$ cat src/rtl/sponge_padder.sv
// Keccak sponge input stage: packs message words into rate-sized blocks
// and applies the FIPS-202 domain suffix plus pad10*1 padding.
module sponge_padder #(
  parameter int IN_W     = 64,
  parameter int MAX_RATE = 1344,
  parameter int BN_W     = 4
) (
  input  logic                clk,
  input  logic                reset,
  input  logic [2:0]          mode,
  input  logic [IN_W-1:0]     in,
  input  logic                in_ready,
  input  logic                is_last,
  input  logic [BN_W-1:0]     byte_num,
  output logic                buffer_full,
  output logic [MAX_RATE-1:0] out,
  output logic                out_ready,
  output logic                out_last,
  input  logic                f_ack
);

  localparam int NB = IN_W / 8;
  localparam int MW = MAX_RATE / IN_W;
  localparam int IW = $clog2(MW) + 1;

  typedef enum logic [1:0] {
    ABSORB,
    FULL,
    PAD_ONLY
  } state_t;

  state_t        state;
  logic [IW-1:0] idx;
  logic [2:0]    mode_q;
  logic          in_msg;
  logic          pad_pend;

  function automatic logic [2:0] norm(input logic [2:0] m);
    return (m > 3'd5) ? 3'd3 : m;
  endfunction

  function automatic logic [10:0] rate_of(input logic [2:0] m);
    case (m)
      3'd0:    return 11'd1152;
      3'd1:    return 11'd1088;
      3'd2:    return 11'd832;
      3'd4:    return 11'd1344;
      3'd5:    return 11'd1088;
      default: return 11'd576;
    endcase
  endfunction

  function automatic logic [7:0] sfx_of(input logic [2:0] m);
    return m[2] ? 8'h1F : 8'h06;
  endfunction

  logic [2:0]          cur_mode;
  logic [10:0]         rate;
  logic [10:0]         q_rate;
  logic [7:0]          sfx;
  logic [IW-1:0]       rw;
  logic                last_slot;
  logic                partial;
  logic                accept;
  logic                fin_here;
  logic                pad_next;
  logic [IN_W-1:0]     mask;
  logic [IN_W-1:0]     word_v;
  logic [MAX_RATE-1:0] put;
  logic [MAX_RATE-1:0] sfx_nx;
  logic [MAX_RATE-1:0] end_v;
  logic [MAX_RATE-1:0] buf_n;
  logic [MAX_RATE-1:0] pad_blk;

  assign cur_mode  = in_msg ? mode_q : norm(mode);
  assign rate      = rate_of(cur_mode);
  assign q_rate    = rate_of(mode_q);
  assign sfx       = sfx_of(cur_mode);
  assign rw        = IW'(32'(rate) / IN_W);
  assign last_slot = (idx == rw - IW'(1));
  assign partial   = (byte_num < BN_W'(NB));
  assign accept    = in_ready && !buffer_full;
  assign fin_here  = is_last && (partial || !last_slot);
  assign pad_next  = is_last && !partial && last_slot;

  // The buffer is zero beyond the write slot, so OR-ing places each field.
  always_comb begin
    mask   = ~({IN_W{1'b1}} >> (8 * int'(byte_num)));
    word_v = in;
    if (is_last && partial)
      word_v = (in & mask)
             | ((IN_W'(sfx) << (IN_W - 8)) >> (8 * int'(byte_num)));
    put    = (MAX_RATE'(word_v) << (MAX_RATE - IN_W))
             >> (int'(idx) * IN_W);
    sfx_nx = (MAX_RATE'(sfx) << (MAX_RATE - 8))
             >> ((int'(idx) + 1) * IN_W);
    end_v  = MAX_RATE'(8'h80) << (MAX_RATE - 32'(rate));
    buf_n  = out | put;
    if (is_last && !partial && !last_slot)
      buf_n = buf_n | sfx_nx;
    if (fin_here)
      buf_n = buf_n | end_v;
    pad_blk = (MAX_RATE'(sfx_of(mode_q)) << (MAX_RATE - 8))
            | (MAX_RATE'(8'h80) << (MAX_RATE - 32'(q_rate)));
  end

  always_ff @(posedge clk or negedge reset) begin
    if (!reset) begin
      state       <= ABSORB;
      idx         <= '0;
      mode_q      <= 3'd3;
      in_msg      <= 1'b0;
      pad_pend    <= 1'b0;
      out         <= '0;
      out_ready   <= 1'b0;
      out_last    <= 1'b0;
      buffer_full <= 1'b0;
    end else begin
      case (state)
        ABSORB: begin
          if (accept) begin
            out    <= buf_n;
            mode_q <= cur_mode;
            in_msg <= !is_last;
            if (last_slot || is_last) begin
              state       <= FULL;
              idx         <= '0;
              out_ready   <= 1'b1;
              out_last    <= fin_here;
              buffer_full <= 1'b1;
              pad_pend    <= pad_next;
            end else begin
              idx <= idx + IW'(1);
            end
          end
        end
        FULL: begin
          if (f_ack) begin
            out       <= '0;
            out_ready <= 1'b0;
            out_last  <= 1'b0;
            idx       <= '0;
            if (pad_pend) begin
              state <= PAD_ONLY;
            end else begin
              state       <= ABSORB;
              buffer_full <= 1'b0;
            end
          end
        end
        PAD_ONLY: begin
          out       <= pad_blk;
          out_ready <= 1'b1;
          out_last  <= 1'b1;
          pad_pend  <= 1'b0;
          state     <= FULL;
        end
        default: state <= ABSORB;
      endcase
    end
  end

endmodule

$ cat config.mk
export PLATFORM = sky130hd
export DESIGN_NAME = sponge_padder
export DESIGN_NICKNAME = d
export VERILOG_FILES = /design/src/rtl/sponge_padder.sv
export SDC_FILE = /design/constraint.sdc
export NUM_CORES = 2
export LEC_CHECK = 0
export ABC_CLOCK_PERIOD_IN_PS = 3000
export BUFFER_PORTS_ARGS = -buffer_cell sky130_fd_sc_hd__buf_2
export CELL_PAD_IN_SITES_DETAIL_PLACEMENT = 0
export CELL_PAD_IN_SITES_GLOBAL_PLACEMENT = 1
export CORE_AREA = 2 2 551 553
export CTS_BUF_LIST = sky130_fd_sc_hd__clkbuf_2
export DETAILED_ROUTE_END_ITERATION = 10
export DIE_AREA = 0 0 553 555
export PLACE_DENSITY = 0.43
export SYNTH_ARGS = -nofsm -noshare
export SYNTH_HDL_FRONTEND = slang
export SYNTH_SLANG_ARGS = --single-unit
$ cat constraint.sdc
create_clock -name clk -period 3 [get_ports clk]
set_input_delay 0.45 -clock clk [delete_from_list [all_inputs] [get_ports clk]]
set_output_delay 0.45 -clock clk [all_outputs]
set_load 0.005 [all_outputs]
# --- Word level (Yosys, flattened, before mapping) ---
# Index checks and enable logic that the tools add are counted.
# Widths: inputs -> output; s select.
totals:
  ff_bits: 1360
  output_inout_bits: 1347
op_classes:
  add_sub_neg: 5
  n_lt_le_gt_ge: 2
  eq_ne: 15
  shift: 6
  mux: 34
  n_bitwise: 7
  reduce_logical: 27
op_table:
  columns: ["op", "n"]
  rows:
  - ["$mux 1344", 4]
  - ["$or 1344x1344->1344", 3]
  - ["$pmux 1344 s3", 1]
  - ["$shl 8x32->1344 const A", 2]
  - ["$or 1341x1344->1344", 1]
  - ["$shr 1341x13->1344", 1]
  - ["$shr 1344x12->1344", 1]
  - ["$pmux 11 s4", 2]
  - ["$and 64x64->64", 1]
  - ["$mux 64", 1]
  - ["$not 64->64", 1]
  - ["$or 64x64->64", 1]
  - ["$shr 61x7->64", 1]
  - ["$shr 64x7->64 const A", 1]
  - ["$sub 11x11->12 const A", 2]
  - ["$mux 6", 3]
  - ["$eq 3x3->1 const B", 4]
  - ["$pmux 6 s2", 1]
  - ["$reduce_and 3->1", 4]
  - ["$mux 5", 2]
  - ["$mux 1", 9]
  - ["$mux 2", 4]
  - ["$ne 2x2->1 const B", 4]
  - ["$add 6x1->7 const B", 1]
  - ["24 further kinds", 41]

# --- Depth between registers and ports, before layout ---
depth:
  depth_word: 15
  depth_mapped: 15
  mapped_depth_nobuf: 11

# --- Worst setup path before layout ---
# Ideal clock, no wire load.
synth_timing:
  path_type: "input to register"
  from: "input mode[2]"
  to: "register out_last"
  setup_ps: 125
  t_arrival_ps: 2921
  required_ps: 2875
  path_slack_ps: -45
  path_stages: 12
  path_cell_list: "or4_1 o31a_4 ha_1 nor4b_1 a31oi_1 nand2_1 xor2_1 or4_1 buf_2 buf_6 a2bb2oi_1 mux2_2"
synth_between:
  elab_chain_len: 14
  elab_cells_between_ends: 21
  cone_classes: "add/sub: 1; order compare: 1; eq/ne: 6; mux: 6; reduce/logical: 7"
synth_rtl:
  columns: ["element", "line_no", "source"]
  rows:
  - ["start: declaration", "10", "input logic [2:0] mode,"]
  - ["$gt 3x3->1", "39", "return (m > 3'd5) ? 3'd3 : m;"]
  - ["$mux 3 *", "39", null]
  - ["$mux 3 *", "75", "assign cur_mode = in_msg ? mode_q : norm(mode);"]
  - ["$eq 3x3->1 or $eq 3x1->1 (tied branches)", "43", "case (m)"]
  - ["$reduce_or 2->1 (no line)", null, null]
  - ["$pmux 11 s4 *", "43", null]
  - ["$sub 5x1->6 *", "80", "assign last_slot = (idx == rw - IW'(1));"]
  - ["$eq 6x6->1 *", "80", null]
  - ["$logic_not 1->1", "83", "assign fin_here = is_last && (partial || !last_slot);"]
  - ["$logic_or 1x1->1", "83", null]
  - ["$logic_and 1x1->1", "83", null]
  - ["$mux 1", "125", "if (last_slot || is_last) begin"]
  - ["$mux 1", "121", "if (accept) begin"]
  - ["$pmux 1 s3", "119", "case (state)"]
  - ["end signal: assignment", "129", "out_last <= fin_here;"]
  - ["end: declaration", "18", "output logic out_last,"]
# Mark *: on every way between the ends. The rest lies on a longest branch, timed or not. The select of a mux whose other input is x is not followed.
# A chain may end at the register's enable or synchronous reset.

# --- Worst setup path in the final report ---
layout_timing:
  from: "register in_msg"
  to: "register out_last"
layout_between:
  elab_chain_len: 12
  elab_cells_between_ends: 19
  cone_classes: "add/sub: 1; eq/ne: 6; mux: 5; reduce/logical: 7"
layout_rtl:
  columns: ["element", "line_no", "source"]
  rows:
  - ["start: declaration", "35", "logic in_msg;"]
  - ["start signal: assignment", "124", "in_msg <= !is_last;"]
  - ["$mux 3 *", "75", null]
  - ["$eq 3x3->1 or $eq 3x1->1 (tied branches)", "43", null]
  - ["$reduce_or 2->1 (no line)", null, null]
  - ["$pmux 11 s4 *", "43", null]
  - ["$sub 5x1->6 *", "80", null]
  - ["$eq 6x6->1 *", "80", null]
  - ["$logic_not 1->1", "83", null]
  - ["$logic_or 1x1->1", "83", null]
  - ["$logic_and 1x1->1", "83", null]
  - ["$mux 1", "125", null]
  - ["$mux 1", "121", null]
  - ["$pmux 1 s3", "119", null]
# Marked as above.

==> results by group <==
GRT
  • Vias in the first global route: 52300
  • Pin count of the biggest net entering global routing: 89
  • Tot GR Track Use: 0.208
  • Total grt overflow: 0
  • Initial antenna violation count: 54
  • Wire length of the first global-routing pass: 447 mm

Clock network
  • # H-tree levels: 5
  • CTS tree: done
  • CTS clk-pin slew, worst paths: 0.11 ns
  • Clock Latency Late Sink: 1.84 ns
  • CTS Buf Count: 399
  • Sink Count: 1360
  • Clock Tree Buf Depth: 4
  • Root Buffer: clkbuf_2

STA
  • Tcrit/Tclk final: 1.02
  • Final hold viol count: 0
  • Setup ws final: -0.0707 ns
  • RSZ-0062 raised after global routing: true
  • Final setup viols: 10
  • Final setup skew: 0.134 ns
  • Slew headroom: 0.159
  • Min Hold Slack: 0.317 ns
  • Slew Limit Fails: 0
  • Worst slew pin tran: 1.26 ns
  • Fmax: 326 MHz
  • Final min period: 3.07 ns

Outcome
  • Violated checks: negative setup slack
  • Outcome: finished with violations

Logic synthesis
  • Synthesis Warnings: 0
  • Syn Area/Cell: 10.1 sq um
  • Post-synth EDFFs: 0
  • Seq/Total Area, Yosys: 0.661
  • Distinct cells, synth: 60
  • Top_reg_cell synth: dfrtp_1
  • Async S/R FF share, synth: 1.00
  • Yosys reg bits: 1360
  • Cells after Synth: 5085
  • Post-Syn Area: 51500 sq um
  • Syn Nets: 5175

Hold path
  • Hold_sp: byte_num[2]
  • Hold Path Depth: 7
  • Hold Crit Class: in2reg

Detailed routing
  • Post-Route M1 WL: 135 mm
  • Routed vias: 51200
  • 1st-iter DRT viols: 3510
  • Drt drc: 0
  • DR WL/cell: 28.3 um
  • Met3 wire len: 29.3 mm
  • Detail-routed via count per cell: 4.35
  • Post-route ant nets: 0
  • Final WL: 333 mm
  • Met2 Wirelength: 157 mm
  • Max layer used: met5
  • Total iterations of the first detailed-routing run: 5

Pwr
  • Leakage: 41.6 nW
  • Maximum vdd drop: 717 uV
  • Pwr/cell area: 672 nW/um^2
  • Overall power: 0.0532 W

Setup path
  • Crit path max fanout: 7
  • R2r worst-path depth: 11
  • CP startpoint: in_msg
  • Critical Path RT: 4.64 ns
  • Reg2reg setup slack: -0.07 ns
  • R2r startpoint: in_msg
  • Crit path DAT: 4.71 ns
  • CP Launch Type: flip-flop
  • Critical path endpoint category: flip-flop
  • Critical path class: reg2reg

Placed design
  • GPL Wtd Cong: 0.841
  • Port Buffers: 1422
  • Hpwl dp: 235 mm
  • Placed instance count: 10400
  • Post-DP Area: 66400 sq um

Floorplanning
  • Die X: 553 um
  • Initial Utilization: 0.171
  • Core area: 301000 sq um
  • IO Count: 1423
  • Die Ht: 555 um
  • Die area: 307000 sq um
  • Row Count: 202

Job
  • Max Cap Viol: 0

Layout
  • Util after Layout: 0.262
  • Most common cell after layout, fill and taps aside: dfrtp_1
  • Share of layout cells above drive strength 1: 0.395
  • Most frequent cells in the layout: dfrtp_1, nor2_1, a21oi_1
  • Design area: 79000 sq um
  • Fin cells: 11800
  • Layout net count: 7591
  • P&R area growth vs syn: 53.4%
worst max-delay path, cell delays in order (launching register included):
cell       delay [ns]
dfrtp_1          0.40
or4_4            0.49
o31a_4           0.16
inv_4            0.07
ha_4             0.20
xnor2_1          0.11
or3_1            0.30
or4_4            0.57
buf_12           0.18
buf_8            0.13
a2bb2oi_2        0.12
mux2_4           0.26
what timing repair did:
| action | 4_1_cts | 5_1_grt |
|---|---|---|
| pin swaps | 13 | 9 |
| endpoints found under the setup margin | 1393 | 657 |
| hold endpoints to repair | 2720 | 0 |
| hold buffers | 165 | 0 |
| gates resized for setup | 801 | 74 |
| buffers inserted | 395 | 120 |
| cloned | 3 | 3 |
worst paths after layout:
kind                             end
hold / removal              out[369]
hold reg to reg             out[956]
min in group asynchronous   out[233]
setup / recovery            out_last
setup reg to reg            out_last
max in group asynchronous  out[1032]
report_power, final:
part,switching (W),leakage (nW),total [W],internal (W)
Sequential,0.000526,18.9,0.0196,0.0191
Combinational,0.0133,20.0,0.0190,0.00563
Clock,0.00908,2.66,0.0146,0.00549
stage by stage:
stage / setup WS (ns) / setup TNS (ns)
finish: -0.0707 / -0.188
global route: -0.219 / -29.83
global placement: -0.353 / -28.21
detailed placement: -0.352 / -28.12
floorplan: 0.00413 / 0
CTS: -0.322 / -82.97
metal layers:
layer,up-vias,global-route usage
li1,22300,-
met1,26200,0.252
met2,2224,0.344
met3,510,0.0712
met4,10,0.0663
met5,-,0
flip-flops by register name, summed over array words and instances (netlist names):
name / flops
buffer_full: 1
state: 2
pad_pend: 1
out: 1344
mode_q: 3
idx: 6
out_last: 1
out_ready: 1
in_msg: 1
synthesized netlist by cell type, types with 8 or more instances:
cell / instances / share of area
o21ai_0: 85 / 0.0083
a22o_1: 20 / 0.0034
buf_1: 19 / 0.0014
a21oi_1: 1053 / 0.10
nand2b_1: 10 / 0.0012
inv_1: 10 / 0.00073
a32oi_1: 10 / 0.0017
and2_1: 52 / 0.0063
nand3_1: 27 / 0.0026
o21a_1: 8 / 0.0012
o22ai_1: 8 / 0.00097
ha_1: 14 / 0.0034
a221o_1: 8 / 0.0016
dfrtp_1: 1358 / 0.66
nor3_1: 22 / 0.0021
nand2_1: 97 / 0.0071
clkbuf_1: 377 / 0.027
a21o_1: 20 / 0.0029
a31oi_1: 337 / 0.041
nor2_1: 1348 / 0.098
and3_1: 29 / 0.0035
buf_2: 75 / 0.0073
layout make-up:
| class | count | area, sq um |
|---|---|---|
| antenna | 18 | 45.0 |
| clock buffer | 579 | 2900 |
| clock inverter | 95 | 573 |
| fill | 32800 | 222000 |
| inverter | 12 | 48.8 |
| multi-input combinational | 3239 | 16100 |
| sequential | 1360 | 34100 |
| tap | 3978 | 4980 |
| timing repair buffer | 2489 | 20300 |
cell families after synthesis:
group,synth area share
mux,0.000996
fa+ha+maj,0.00340
simple gates,0.127
compound gates,0.168
buf+inv,0.0377
flops,0.661
xor+xnor,0.00170
No activity file was read; power rests on OpenSTA's default activity.
